[config.mk]
export PLATFORM = sky130hd
export DESIGN_NAME = mem_access_unit
export DESIGN_NICKNAME = d
export VERILOG_FILES = /design/src/rtl/mem_access_unit_pkg.sv /design/src/rtl/mem_access_unit_lane_align.sv /design/src/rtl/mem_access_unit.sv
export SDC_FILE = /design/constraint.sdc
export NUM_CORES = 1
export LEC_CHECK = 0
export ABC_AREA = 0
export CORE_ASPECT_RATIO = 1.2
export CORE_MARGIN = 2
export CORE_UTILIZATION = 40
export DETAILED_ROUTE_END_ITERATION = 6
export GPL_TIMING_DRIVEN = 0
export PLACE_DENSITY = 0.74
export SLEW_MARGIN = 5
export SYNTH_ARGS = -nofsm -noshare
export SYNTH_HDL_FRONTEND = slang
export SYNTH_HIERARCHICAL = 1
export SYNTH_SLANG_ARGS = --single-unit
[constraint.sdc]
create_clock -name clk -period 1.64 [get_ports clk]
set_input_delay 0.328 -clock clk [delete_from_list [all_inputs] [get_ports clk]]
set_output_delay 0.328 -clock clk [all_outputs]
set_load 0.01 [all_outputs]
[src/rtl/mem_access_unit_pkg.sv]
// rtl/mem_access_unit_pkg.sv - shared encodings for the MEM-stage access unit
package mem_access_unit_pkg;

    localparam logic [1:0] SZ_BYTE = 2'b00;
    localparam logic [1:0] SZ_HALF = 2'b01;
    localparam logic [1:0] SZ_WORD = 2'b10;

    typedef enum logic [1:0] {
        ST_IDLE = 2'd0,
        ST_BUSY = 2'd1,
        ST_DONE = 2'd2
    } state_t;

    // Size 2'b11 is handled as a word everywhere.
    function automatic logic is_misaligned(input logic [1:0] size, input logic [1:0] off);
        case (size)
            SZ_BYTE: return 1'b0;
            SZ_HALF: return off[0];
            default: return off != 2'b00;
        endcase
    endfunction

endpackage

[src/rtl/mem_access_unit_lane_align.sv]
// rtl/mem_access_unit_lane_align.sv - store lane steering/byte enables and load extraction/extension
module mem_lane_align
    import mem_access_unit_pkg::*;
(
    input  logic        st_we,
    input  logic [1:0]  st_size,
    input  logic [1:0]  st_off,
    input  logic [31:0] st_data,
    output logic [31:0] st_wdata,
    output logic [3:0]  st_be,
    input  logic [1:0]  ld_size,
    input  logic [1:0]  ld_off,
    input  logic        ld_signed,
    input  logic [31:0] ld_rdata,
    output logic [31:0] ld_data
);

    logic [7:0]  ld_byte;
    logic [15:0] ld_half;

    always_comb begin
        st_wdata = 32'h0;
        st_be    = 4'b1111;
        if (st_we) begin
            case (st_size)
                SZ_BYTE: begin
                    st_wdata = {4{st_data[7:0]}};
                    st_be    = 4'b0001 << st_off;
                end
                SZ_HALF: begin
                    st_wdata = {2{st_data[15:0]}};
                    st_be    = st_off[1] ? 4'b1100 : 4'b0011;
                end
                default: st_wdata = st_data;
            endcase
        end
    end

    always_comb begin
        case (ld_off)
            2'd0:    ld_byte = ld_rdata[7:0];
            2'd1:    ld_byte = ld_rdata[15:8];
            2'd2:    ld_byte = ld_rdata[23:16];
            default: ld_byte = ld_rdata[31:24];
        endcase
        ld_half = ld_off[1] ? ld_rdata[31:16] : ld_rdata[15:0];
        case (ld_size)
            SZ_BYTE: ld_data = {{24{ld_signed & ld_byte[7]}}, ld_byte};
            SZ_HALF: ld_data = {{16{ld_signed & ld_half[15]}}, ld_half};
            default: ld_data = ld_rdata;
        endcase
    end

endmodule

[src/rtl/mem_access_unit.sv]
// rtl/mem_access_unit.sv - MEM-stage req/ack data-memory access engine with pipeline stall
// Optional misaligned-access trap enabled by MEM_MISALIGN_TRAP_EN.
module mem_access_unit
    import mem_access_unit_pkg::*;
#(
    parameter int TIMEOUT_CYCLES = 255
) (
    input  logic        clk,
    input  logic        CLR,
    input  logic        valid_in,
    input  logic        MemRead,
    input  logic        MemWrite,
    input  logic [1:0]  MemSize,
    input  logic        MemSigned,
    input  logic [31:0] Addr,
    input  logic [31:0] StoreData,
    output logic        mem_req,
    output logic        mem_we,
    output logic [31:0] mem_addr,
    output logic [3:0]  mem_be,
    output logic [31:0] mem_wdata,
    input  logic [31:0] mem_rdata,
    input  logic        mem_ack,
    output logic        stall,
    output logic        done,
    output logic [31:0] LoadData,
    output logic        bus_err
`ifdef MEM_MISALIGN_TRAP_EN
    ,
    output logic        misalign
`endif
);

    localparam logic [31:0] TO_LAST = 32'(TIMEOUT_CYCLES - 1);

    state_t      state_q, state_d;
    logic [31:0] addr_q, addr_d;
    logic [1:0]  size_q, size_d;
    logic [1:0]  off_q, off_d;
    logic        sgn_q, sgn_d;
    logic        we_q, we_d;
    logic [3:0]  be_q, be_d;
    logic [31:0] wdata_q, wdata_d;
    logic [31:0] load_q, load_d;
    logic        err_q, err_d;
    logic [31:0] cnt_q, cnt_d;
    logic        mis_q, mis_d;

    logic        acc;
    logic        trap;
    logic [31:0] st_wdata;
    logic [3:0]  st_be;
    logic [31:0] ld_data;

    assign acc = valid_in & (MemRead | MemWrite);

`ifdef MEM_MISALIGN_TRAP_EN
    assign trap     = is_misaligned(MemSize, Addr[1:0]);
    assign misalign = mis_q;
`else
    assign trap = 1'b0;
`endif

    // Store steering uses the live EX/MEM operands; load extraction uses the latched request.
    mem_lane_align u_lane_align (
        .st_we     (MemWrite),
        .st_size   (MemSize),
        .st_off    (Addr[1:0]),
        .st_data   (StoreData),
        .st_wdata  (st_wdata),
        .st_be     (st_be),
        .ld_size   (size_q),
        .ld_off    (off_q),
        .ld_signed (sgn_q),
        .ld_rdata  (mem_rdata),
        .ld_data   (ld_data)
    );

    always_comb begin
        state_d = state_q;
        addr_d  = addr_q;
        size_d  = size_q;
        off_d   = off_q;
        sgn_d   = sgn_q;
        we_d    = we_q;
        be_d    = be_q;
        wdata_d = wdata_q;
        load_d  = load_q;
        err_d   = err_q;
        cnt_d   = cnt_q;
        mis_d   = mis_q;
        stall   = 1'b0;
        case (state_q)
            ST_IDLE: begin
                stall = acc;
                if (acc && trap) begin
                    state_d = ST_DONE;
                    load_d  = 32'h0;
                    err_d   = 1'b0;
                    mis_d   = 1'b1;
                end else if (acc) begin
                    state_d = ST_BUSY;
                    addr_d  = {Addr[31:2], 2'b00};
                    size_d  = MemSize;
                    off_d   = Addr[1:0];
                    sgn_d   = MemSigned;
                    we_d    = MemWrite;
                    be_d    = st_be;
                    wdata_d = st_wdata;
                    load_d  = 32'h0;
                    err_d   = 1'b0;
                    cnt_d   = 32'h0;
                end
            end
            ST_BUSY: begin
                stall = 1'b1;
                cnt_d = cnt_q + 32'd1;
                if (mem_ack) begin
                    state_d = ST_DONE;
                    load_d  = we_q ? 32'h0 : ld_data;
                end else if (TIMEOUT_CYCLES != 0 && cnt_q == TO_LAST) begin
                    state_d = ST_DONE;
                    load_d  = 32'h0;
                    err_d   = 1'b1;
                end
            end
            ST_DONE: begin
                // The instruction leaves MEM at the end of this cycle, so never re-issue.
                state_d = ST_IDLE;
                err_d   = 1'b0;
                mis_d   = 1'b0;
            end
            default: state_d = ST_IDLE;
        endcase
    end

    always_ff @(posedge clk) begin
        if (CLR) begin
            state_q <= ST_IDLE;
            addr_q  <= 32'h0;
            size_q  <= 2'b00;
            off_q   <= 2'b00;
            sgn_q   <= 1'b0;
            we_q    <= 1'b0;
            be_q    <= 4'b0000;
            wdata_q <= 32'h0;
            load_q  <= 32'h0;
            err_q   <= 1'b0;
            cnt_q   <= 32'h0;
            mis_q   <= 1'b0;
        end else begin
            state_q <= state_d;
            addr_q  <= addr_d;
            size_q  <= size_d;
            off_q   <= off_d;
            sgn_q   <= sgn_d;
            we_q    <= we_d;
            be_q    <= be_d;
            wdata_q <= wdata_d;
            load_q  <= load_d;
            err_q   <= err_d;
            cnt_q   <= cnt_d;
            mis_q   <= mis_d;
        end
    end

    assign mem_req   = (state_q == ST_BUSY);
    assign done      = (state_q == ST_DONE);
    assign mem_we    = we_q;
    assign mem_addr  = addr_q;
    assign mem_be    = be_q;
    assign mem_wdata = wdata_q;
    assign LoadData  = load_q;
    assign bus_err   = err_q;

endmodule

==> results of run 1 <==
## cell usage after synthesis, types with 5 or more instances
| cell type | number | area [µm²] |
|---|---|---|
| a21boi_0 | 9 | 67.56 |
| a21oi_1 | 98 | 490.5 |
| a32oi_1 | 32 | 280.3 |
| and2_1 | 18 | 112.6 |
| and3_1 | 6 | 37.54 |
| and3b_1 | 9 | 78.83 |
| and4_1 | 5 | 43.79 |
| buf_1 | 7 | 26.28 |
| buf_2 | 9 | 45.04 |
| clkbuf_1 | 54 | 202.7 |
| dfxtp_1 | 139 | 2783 |
| inv_1 | 9 | 33.78 |
| mux2i_1 | 31 | 310.3 |
| nand2_1 | 215 | 807.0 |
| nand3_1 | 11 | 55.05 |
| nand4_1 | 8 | 50.05 |
| nor2_1 | 12 | 45.04 |
| nor2b_1 | 44 | 275.3 |
| nor3_1 | 5 | 25.02 |
| nor4_1 | 5 | 31.28 |
| o211ai_1 | 19 | 142.6 |
| o21ai_0 | 64 | 320.3 |
| o22a_1 | 7 | 61.31 |
| o22ai_1 | 16 | 100.1 |
| o311ai_0 | 14 | 122.6 |
| or3_1 | 9 | 56.30 |
| or4_1 | 16 | 120.1 |
## per-layer routing
layer	vias up	global-route usage, %	wire (µm)
met5	-	0	0
met2	422	44.92	12500
met4	0	10.78	893
met1	3740	32.19	10470
li1	3775	-	-
met3	67	7.389	2293
## power by group
part           switching [mW]  internal [mW]
Combinational           0.833          0.712
Sequential             0.0763           3.47
Clock                    1.54           2.75
## sequential cells by signal, indices dropped and copies added, names as in the netlist
register	count
LoadData	32
bus_err	1
cnt_q	32
mem_addr	30
mem_be	4
mem_wdata	32
mem_we	1
off_q	2
sgn_q	1
size_q	2
state_q	2
## path summary, 6_finish.rpt
| check | start | end | slack [ns] | cells after the start |
|---|---|---|---|---|
| worst min-delay path | MemWrite | mem_we | 0.40 | 3 |
| worst max-delay path | cnt_q[20] | cnt_q[28] | -0.19 | 5 |
| worst max register to register | cnt_q[20] | cnt_q[28] | -0.19 | 5 |
| worst min register to register | mem_wdata[29] | mem_wdata[29] | 0.45 | 2 |
## cell families (layout without fill, tap and decap cells)
logic type                 count (synthesis)  after routing  synth area share [%]
AOI/OAI and AO/OA                        272            272                 24.25
DFF                                      139            139                 39.52
and+or+nand+nor                          369            369                 25.59
adders and majority gates                  2              2                0.3553
muxes                                     33             33                 4.780
xor gates and xnor gates                   2              2                0.2488
other                                      1              2               0.05325
buffers and inverters                     86            363                 5.206
## area by class of cell
class	count	area, µm²	share of cell area, %
Timing Repair Buffer	245	2386	21.57
Buffer	77	488.0	4.411
Clock inverter	10	160.2	1.448
Multi-Input combinational cell	680	4368	39.49
Sequential cell	139	2849	25.75
Tap cell	220	275.3	2.488
Clock buffer	22	494.2	4.468
Inverter	9	41.29	0.3733
## worst max-delay path: stages (launching register included)
cell	delay (ns)
dfxtp_4	0.41
and4_1	0.23
nand4_1	0.23
clkbuf_8	0.23
or4_1	0.50
a21oi_1	0.14
## what timing repair did
item,4_1_cts,5_1_grt
setup buffers,25,8
gates cloned,4,2
setup endpoints to repair,217,146
gates resized for setup,248,133
pin swaps,59,38
hold buffers,0,0
==> results.toml, run 1 <==
[clock_network]
cts.path.max_buffers = 2
cts_buffers = 17
clk_latency_ns = 0.43
cts_max_level = 4
clock_sinks = 139
cts_root_buf = "clkbuf_16"
cts_tree = "built"
clk_pin_slew_ns = 0.06

[power_and_ir_drop]
finalPower_mw = 9.380
p_per_area_mw_per_mm2 = 848.0
max-vdd-ir-drop_uv = 644.1
p_leak_nw = 4.651

[floorplanning]
start_util_pct = 40.53
io_pins = 210
die-area_mm2 = 0.01869
fp-row-count = 53
core_area_mm2 = 0.01737
die_w_um = 125.1
die-height_um = 149.3

[route]
drc = 0
drtIter0Drc = 812
ant_nets = 0
via_per_inst = 5.709
via_count = 8004
wl_per_cell_um = 18.66
first_pass_iters = 5
drt_wl_total_mm = 26.16

[synthesis]
mappedNetlistArea_mm2 = 0.007042
synth_edf_count = 0
ys.flop_type = "dfxtp_1"
synth_cells = 904
ys_warn_count = 6
synth-async-reset-ratio_pct = 0
yosysSeqAreaShare_pct = 39.52
synth_area_per_cell_um2 = 7.790
synth_seq_cells = 139
synth.distinct_cells = 49

[finish]
final_cell_mix = "214 x nand2_1, 114 x dfxtp_1, 103 x clkdlybuf4s50_1"
drive_gt1_share_pct = 19.20
stdcell_count = 1402
final_core_util_pct = 63.67
final_cell_area_mm2 = 0.01106
fin_nets = 1276
final_common_cell = "nand2_1"
syn_to_final_growth_pct = 57.09
antenna_cells = 0
fillers = 1496

[placement]
place_area_mm2 = 0.009400
hpwlAfterDp_mm = 17.78
dpl.cell_count = 1331
port-buffer-count = 206
gp_congestion = 0.9390
dp_slack_ns = -1.260

[run_status]
status = "finished with violations"
violations = "negative setup slack"

[worst_setup_path]
crit_type = "reg -> reg"
cp-start-kind = "register"
arrival_ns = 2.18
critPathMaxFanout = 7
endpoint_kind = "register"
required_ns = 1.99

[global_routing]
overflow = 0
grt_pass1_wl_mm = 39.88
grt_pass1_vias = 7542
grt_antenna_before_repair = 0
track_usage_pct = 26.63
grt_max_degree = 17

[sta]
worst_slack_ns = -0.1857
relSlewSlack_pct = 55.24
final_hold_viol_count = 0
max_freq_ghz = 0.5477
fin_crit_sh_pct = 111.3
rsz0062_at_grt = "true"
post-route-min-period_ns = 1.826
setup_violations = 56
clock_skew_ns = 0.01037
drv_slew = 0
worst_pin_slew_ns = 0.6714
setup_tns_ns = -4.685
hold_slack_ns = 0.3992

[run]
maxCapViolations = 0

[hold_path]
min_path_type = "in -> reg"
Note: power is estimated with default switching activity, not from simulation.
==> inputs of run 2 (changes only) <==
PLACE_DENSITY = 0.72   (was 0.74)
SETUP_SLACK_MARGIN = 0.4   (was not set)
clock period = 2.1 ns   (was 1.64 ns; I/O delays follow)
==> run 2 against run 1 <==
Against the previous run:
- the flow now finishes without violations
- via count decreased by 1.7%
- design area fell by 3.9%
- clock power decreased by 31%
- combinational power is 24% lower
- clock-buffer cell count down 4
- critical path type unchanged
- critical endpoint is now cnt_q[26]
- largest cell class unchanged
- largest power group unchanged
- highest routed layer unchanged
==> results.toml, run 2 (same netlist as run 1, synthesis figures left out) <==
[power_and_ir_drop]
p_leak_nw = 4.227
finalPower_mw = 6.891
p_per_area_mw_per_mm2 = 648.2
max-vdd-ir-drop_uv = 550.6

[worst_setup_path]
crit_type = "reg -> reg"
endpoint_kind = "register"
arrival_ns = 2.08
cp-start-kind = "register"
regToRegStartpoint = "cnt_q[0]"
critPathMaxFanout = 10
required_ns = 2.38
r2r_end = "cnt_q[26]"
r2r_cells = 7
regToRegSetupSlack_ns = 0.30

[global_routing]
overflow = 0
grt_util_met1_pct = 31.40
grt_max_degree = 17
grt_use_met3_pct = 7.425
grt_pass1_vias = 7437
busiest_layer = "met2"
grt_pass1_wl_mm = 39.23
met2_usage_pct = 43.56
grt_antenna_before_repair = 0
track_usage_pct = 26.22

[floorplanning]
die-area_mm2 = 0.01869
core_area_mm2 = 0.01737
die-height_um = 149.3
die_w_um = 125.1
start_util_pct = 40.53
fp-row-count = 53
io_pins = 210

[route]
drc = 0
drtIter0Drc = 755
drt_wl_total_mm = 25.48
wl_per_cell_um = 18.37
first_pass_iters = 5
ant_nets = 0
via_count = 7870
via_per_inst = 5.674

[clock_network]
cts.path.max_buffers = 2
clock_sinks = 139
cts_max_level = 4
cts_buffers = 17
clk_latency_ns = 0.42
clk_pin_slew_ns = 0.06
cts_tree = "built"
cts_root_buf = "clkbuf_16"

[sta]
clock_skew_ns = 0.009743
worst_pin_slew_ns = 0.6276
rsz0062_at_grt = "true"
setup_violations = 0
worst_slack_ns = 0.2964
fin_crit_sh_pct = 85.88
relSlewSlack_pct = 58.16
max_freq_ghz = 0.5545
final_hold_viol_count = 0
drv_slew = 0
post-route-min-period_ns = 1.804

[placement]
port-buffer-count = 206
gp_congestion = 0.9622
dpl.cell_count = 1331
dp_slack_ns = -1.108
hpwlAfterDp_mm = 17.84

[hold_path]
min_path_cells = 3
min_path_type = "in -> reg"
holdPathEnd = "mem_we"
min_from = "MemWrite"

[run_status]
status = "complete, no violations"

[finish]
syn_to_final_growth_pct = 50.98
antenna_cells = 0
final_cell_mix = "214 x nand2_1, 113 x dfxtp_1, 100 x dlygate4sd2_1"
fillers = 1583
drive_gt1_share_pct = 17.31
stdcell_count = 1387
fin_nets = 1261
final_common_cell = "nand2_1"

[run]
maxCapViolations = 0
==> run 2: changes by cell type in the layout (fill, tap and decap cells not counted), sizes merged <==
| cell | change |
|---|---|
| clkinvlp | +2 |
| clkdlybuf4s15 | -1 |
| dlygate4sd2 | +25 |
| inv | +1 |
| buf | -11 |
| clkdlybuf4s50 | -5 |
| clkbuf | -7 |
| bufinv | -2 |
| dlymetal6s2s | -20 |
| clkinv | +3 |
==> run 2: cell type report <==
type / instances / area, µm² / area share (%)
sequential: 139 / 2848 / 26.79
multi-input combinational: 680 / 4273 / 40.19
clock buffer: 18 / 429.2 / 4.037
inverter: 9 / 38.79 / 0.3648
timing repair buffer: 230 / 2170 / 20.41
clock inverter: 14 / 146.4 / 1.377
buffer: 77 / 451.7 / 4.249
tap: 220 / 275.3 / 2.589
==> run 2: how the worst max path moves through the flow <==
stage | from | to | slack, ns | depth (start not counted)
after floorplan | cnt_q[0] | LoadData[10] | 0.44 | 7
after global placement | MemWrite | stall | -1.11 | 5
after detailed placement | MemWrite | stall | -1.11 | 5
after CTS | MemRead | stall | 0.16 | 5
after global routing | cnt_q[0] | cnt_q[26] | 0.23 | 7
final | cnt_q[0] | cnt_q[26] | 0.30 | 7
==> run 2: power by group <==
| group | switching [mW] | leakage [nW] | internal, mW |
|---|---|---|---|
| Combinational | 0.639 | 2.81 | 0.533 |
| Sequential | 0.0571 | 1.15 | 2.71 |
| Clock | 1.20 | 0.276 | 1.75 |
| Total | 1.90 | 4.23 | 4.99 |
==> run 2: metal layers <==
layer  vias to the layer above  wire length (µm)
li1                       3740                 -
met1                      3685             10400
met2                       377             12070
met3                        68              1998
met4                         0              1009
met5                         -                 0
==> run 2: timing repair <==
action                     CTS  global route
setup buffers               14             4
pin swaps                   13            30
hold buffers                 0             0
setup endpoints to repair  242           126
cloned                       1             5
resized for setup          205           157
==> run 2: critical path, cell delays in order (launching register included) <==
cell and delay [ns]:
dfxtp_4 0.35, buf_4 0.12, ha_2 0.22, nand4_4 0.15
buf_6 0.18, buf_4 0.19, o31ai_1 0.34, a21oi_1 0.11
==> run 2: per-stage QoR <==
step / instance area [µm²] / hold slack (ns) / utilization, % / TNS, ns
after floorplan: 7046 / 0.4491 / - / 0
final: 10630 / 0.3661 / 61.19 / 0
after global routing: 10630 / 0.3641 / 61.19 / 0
after detailed placement: 9383 / 0.4456 / 54.00 / -102.25
after global placement: 9383 / 0.4414 / 54.00 / -103.62
after CTS: 10190 / 0.4516 / 58.64 / 0
==> RTL edit, RTL diff (config.mk and constraints of run 1) <==
Put one more register stage on the output `bus_err`. The value now appears one clock later. The other outputs are not delayed to match.
--- a/src/rtl/mem_access_unit.sv
+++ b/src/rtl/mem_access_unit.sv
@@ -171,7 +171,9 @@
     assign mem_be    = be_q;
     assign mem_wdata = wdata_q;
     assign LoadData  = load_q;
-    assign bus_err   = err_q;
+    always_ff @(posedge clk) begin
+        bus_err <= err_q;
+    end
 
 endmodule
 
Behaviour: no difference found for any inputs over 4 cycles, from zero or initial values; that may be too few to reach the edited logic, so the function may still have changed.
==> RTL edit against run 1 <==
The run still ends with negative setup slack left; cell count shrank 0.36%; via count is 0.72% higher; routed wire length is 0.67% higher; global-route usage is 0.43 points higher; worst hold slack worse by 0.041 ns; non-clock buffer count shrank 5; core utilization is 0.93 points lower; worst setup slack got worse by 0.0076 ns; final area is 1.1% lower; total power decreased by 2.8%; sequential cell count is 1 higher; sequential share of layout area grew 0.39 points; synthesized area increased by 0.28%; critical endpoint is now cnt_q[27]; largest cell class unchanged; largest power group unchanged.
==> RTL edit: results (changes against run 1) <==
mean routed wirelength per cell=18.85 um (+1.0%); final setup fails=55 (-1.8%); placed insts=1332 (+0.075%); worst r2r src=cnt_q[6]; dpl hpwl=17.79 mm (about the same); status=complete, but fails checks; M1 wire length=10.38 mm (-0.93%); met1 Track Usage GR=32.32% (+0.14 points); synth top area cells=dfxtp_1 40%, nand2_1 11%, a21oi_1 6.9%; crit path max fanout=5 (-2); met3 Usage GRT=7.115% (-0.27 points); Internal=6.710 mW (-3.2%); syn avg cell area=7.803 sq um (+0.17%); overall power=9.114 mW (-2.8%); hold_sp=err_q; layout cells sized above 1=17.25% (-2.0 points); worst setup margin=-0.1933 ns (-0.007554 ns); leakage power=4.512 nW (-3.0%); Gate power share=16.9% (+0.4 points); Critical Path Max Stage Delay=0.41 ns (-0.09 ns); vias in the first global route=7572 (+0.40%); first-pass GRT wire length=40.58 mm (+1.7%); setup total negative slack=-7.362 ns (-2.678 ns); sequential area share after synthesis=39.69% (+0.17 points); critical path's slowest cell=or4_4; met3 wire len=2.276 mm (-0.74%); via count=8062 (+0.72%); routability cong.=0.9506 (+1.2%); failing checks=negative setup slack; area post-placement=9420 sq um (+0.21%); pre-CTS setup slack=-1.413 ns (-0.1525 ns); commonest cells in the netlist=215 x nand2_1, 140 x dfxtp_1, 98 x a21oi_1; Slew headroom=56.56% (+1.3 points); initial DRC count=711 (-12%); Peak VDD IR=725.0 uV (+13%)
## RTL edit: kinds of logic after synthesis
family                     Yosys count  share of synthesized area, %
muxes                               33                         4.766
AOI/OAI and AO/OA                  272                         24.19
xor gates and xnor gates             2                        0.2481
and+or+nand+nor                    369                         25.51
adders and majority gates            2                        0.3543
DFF                                140                         39.69
buffers and inverters               86                         5.191
other                                1                       0.05310
## RTL edit: final cells by class
type                       count  area [sq um]
fill                        1487          6499
multi-input combinational    680          4313
sequential                   140          2860
timing repair buffer         240          2357
buffer                        77         485.5
clock buffer                  21         470.5
tap                          220         275.3
clock inverter                10         138.9
inverter                       9         41.29
## RTL edit: what timing repair did
item	in CTS	in global routing
pin swaps	70	21
resized for setup	270	84
setup endpoints to repair	219	151
setup buffers	20	10
gates cloned	4	0
## RTL edit: final timing paths
kind               end  slack (ns)  depth (start not counted)
max          cnt_q[27]       -0.19                          7
min            bus_err        0.36                          0
max reg2reg  cnt_q[27]       -0.19                          7
min reg2reg    bus_err        0.36                          0
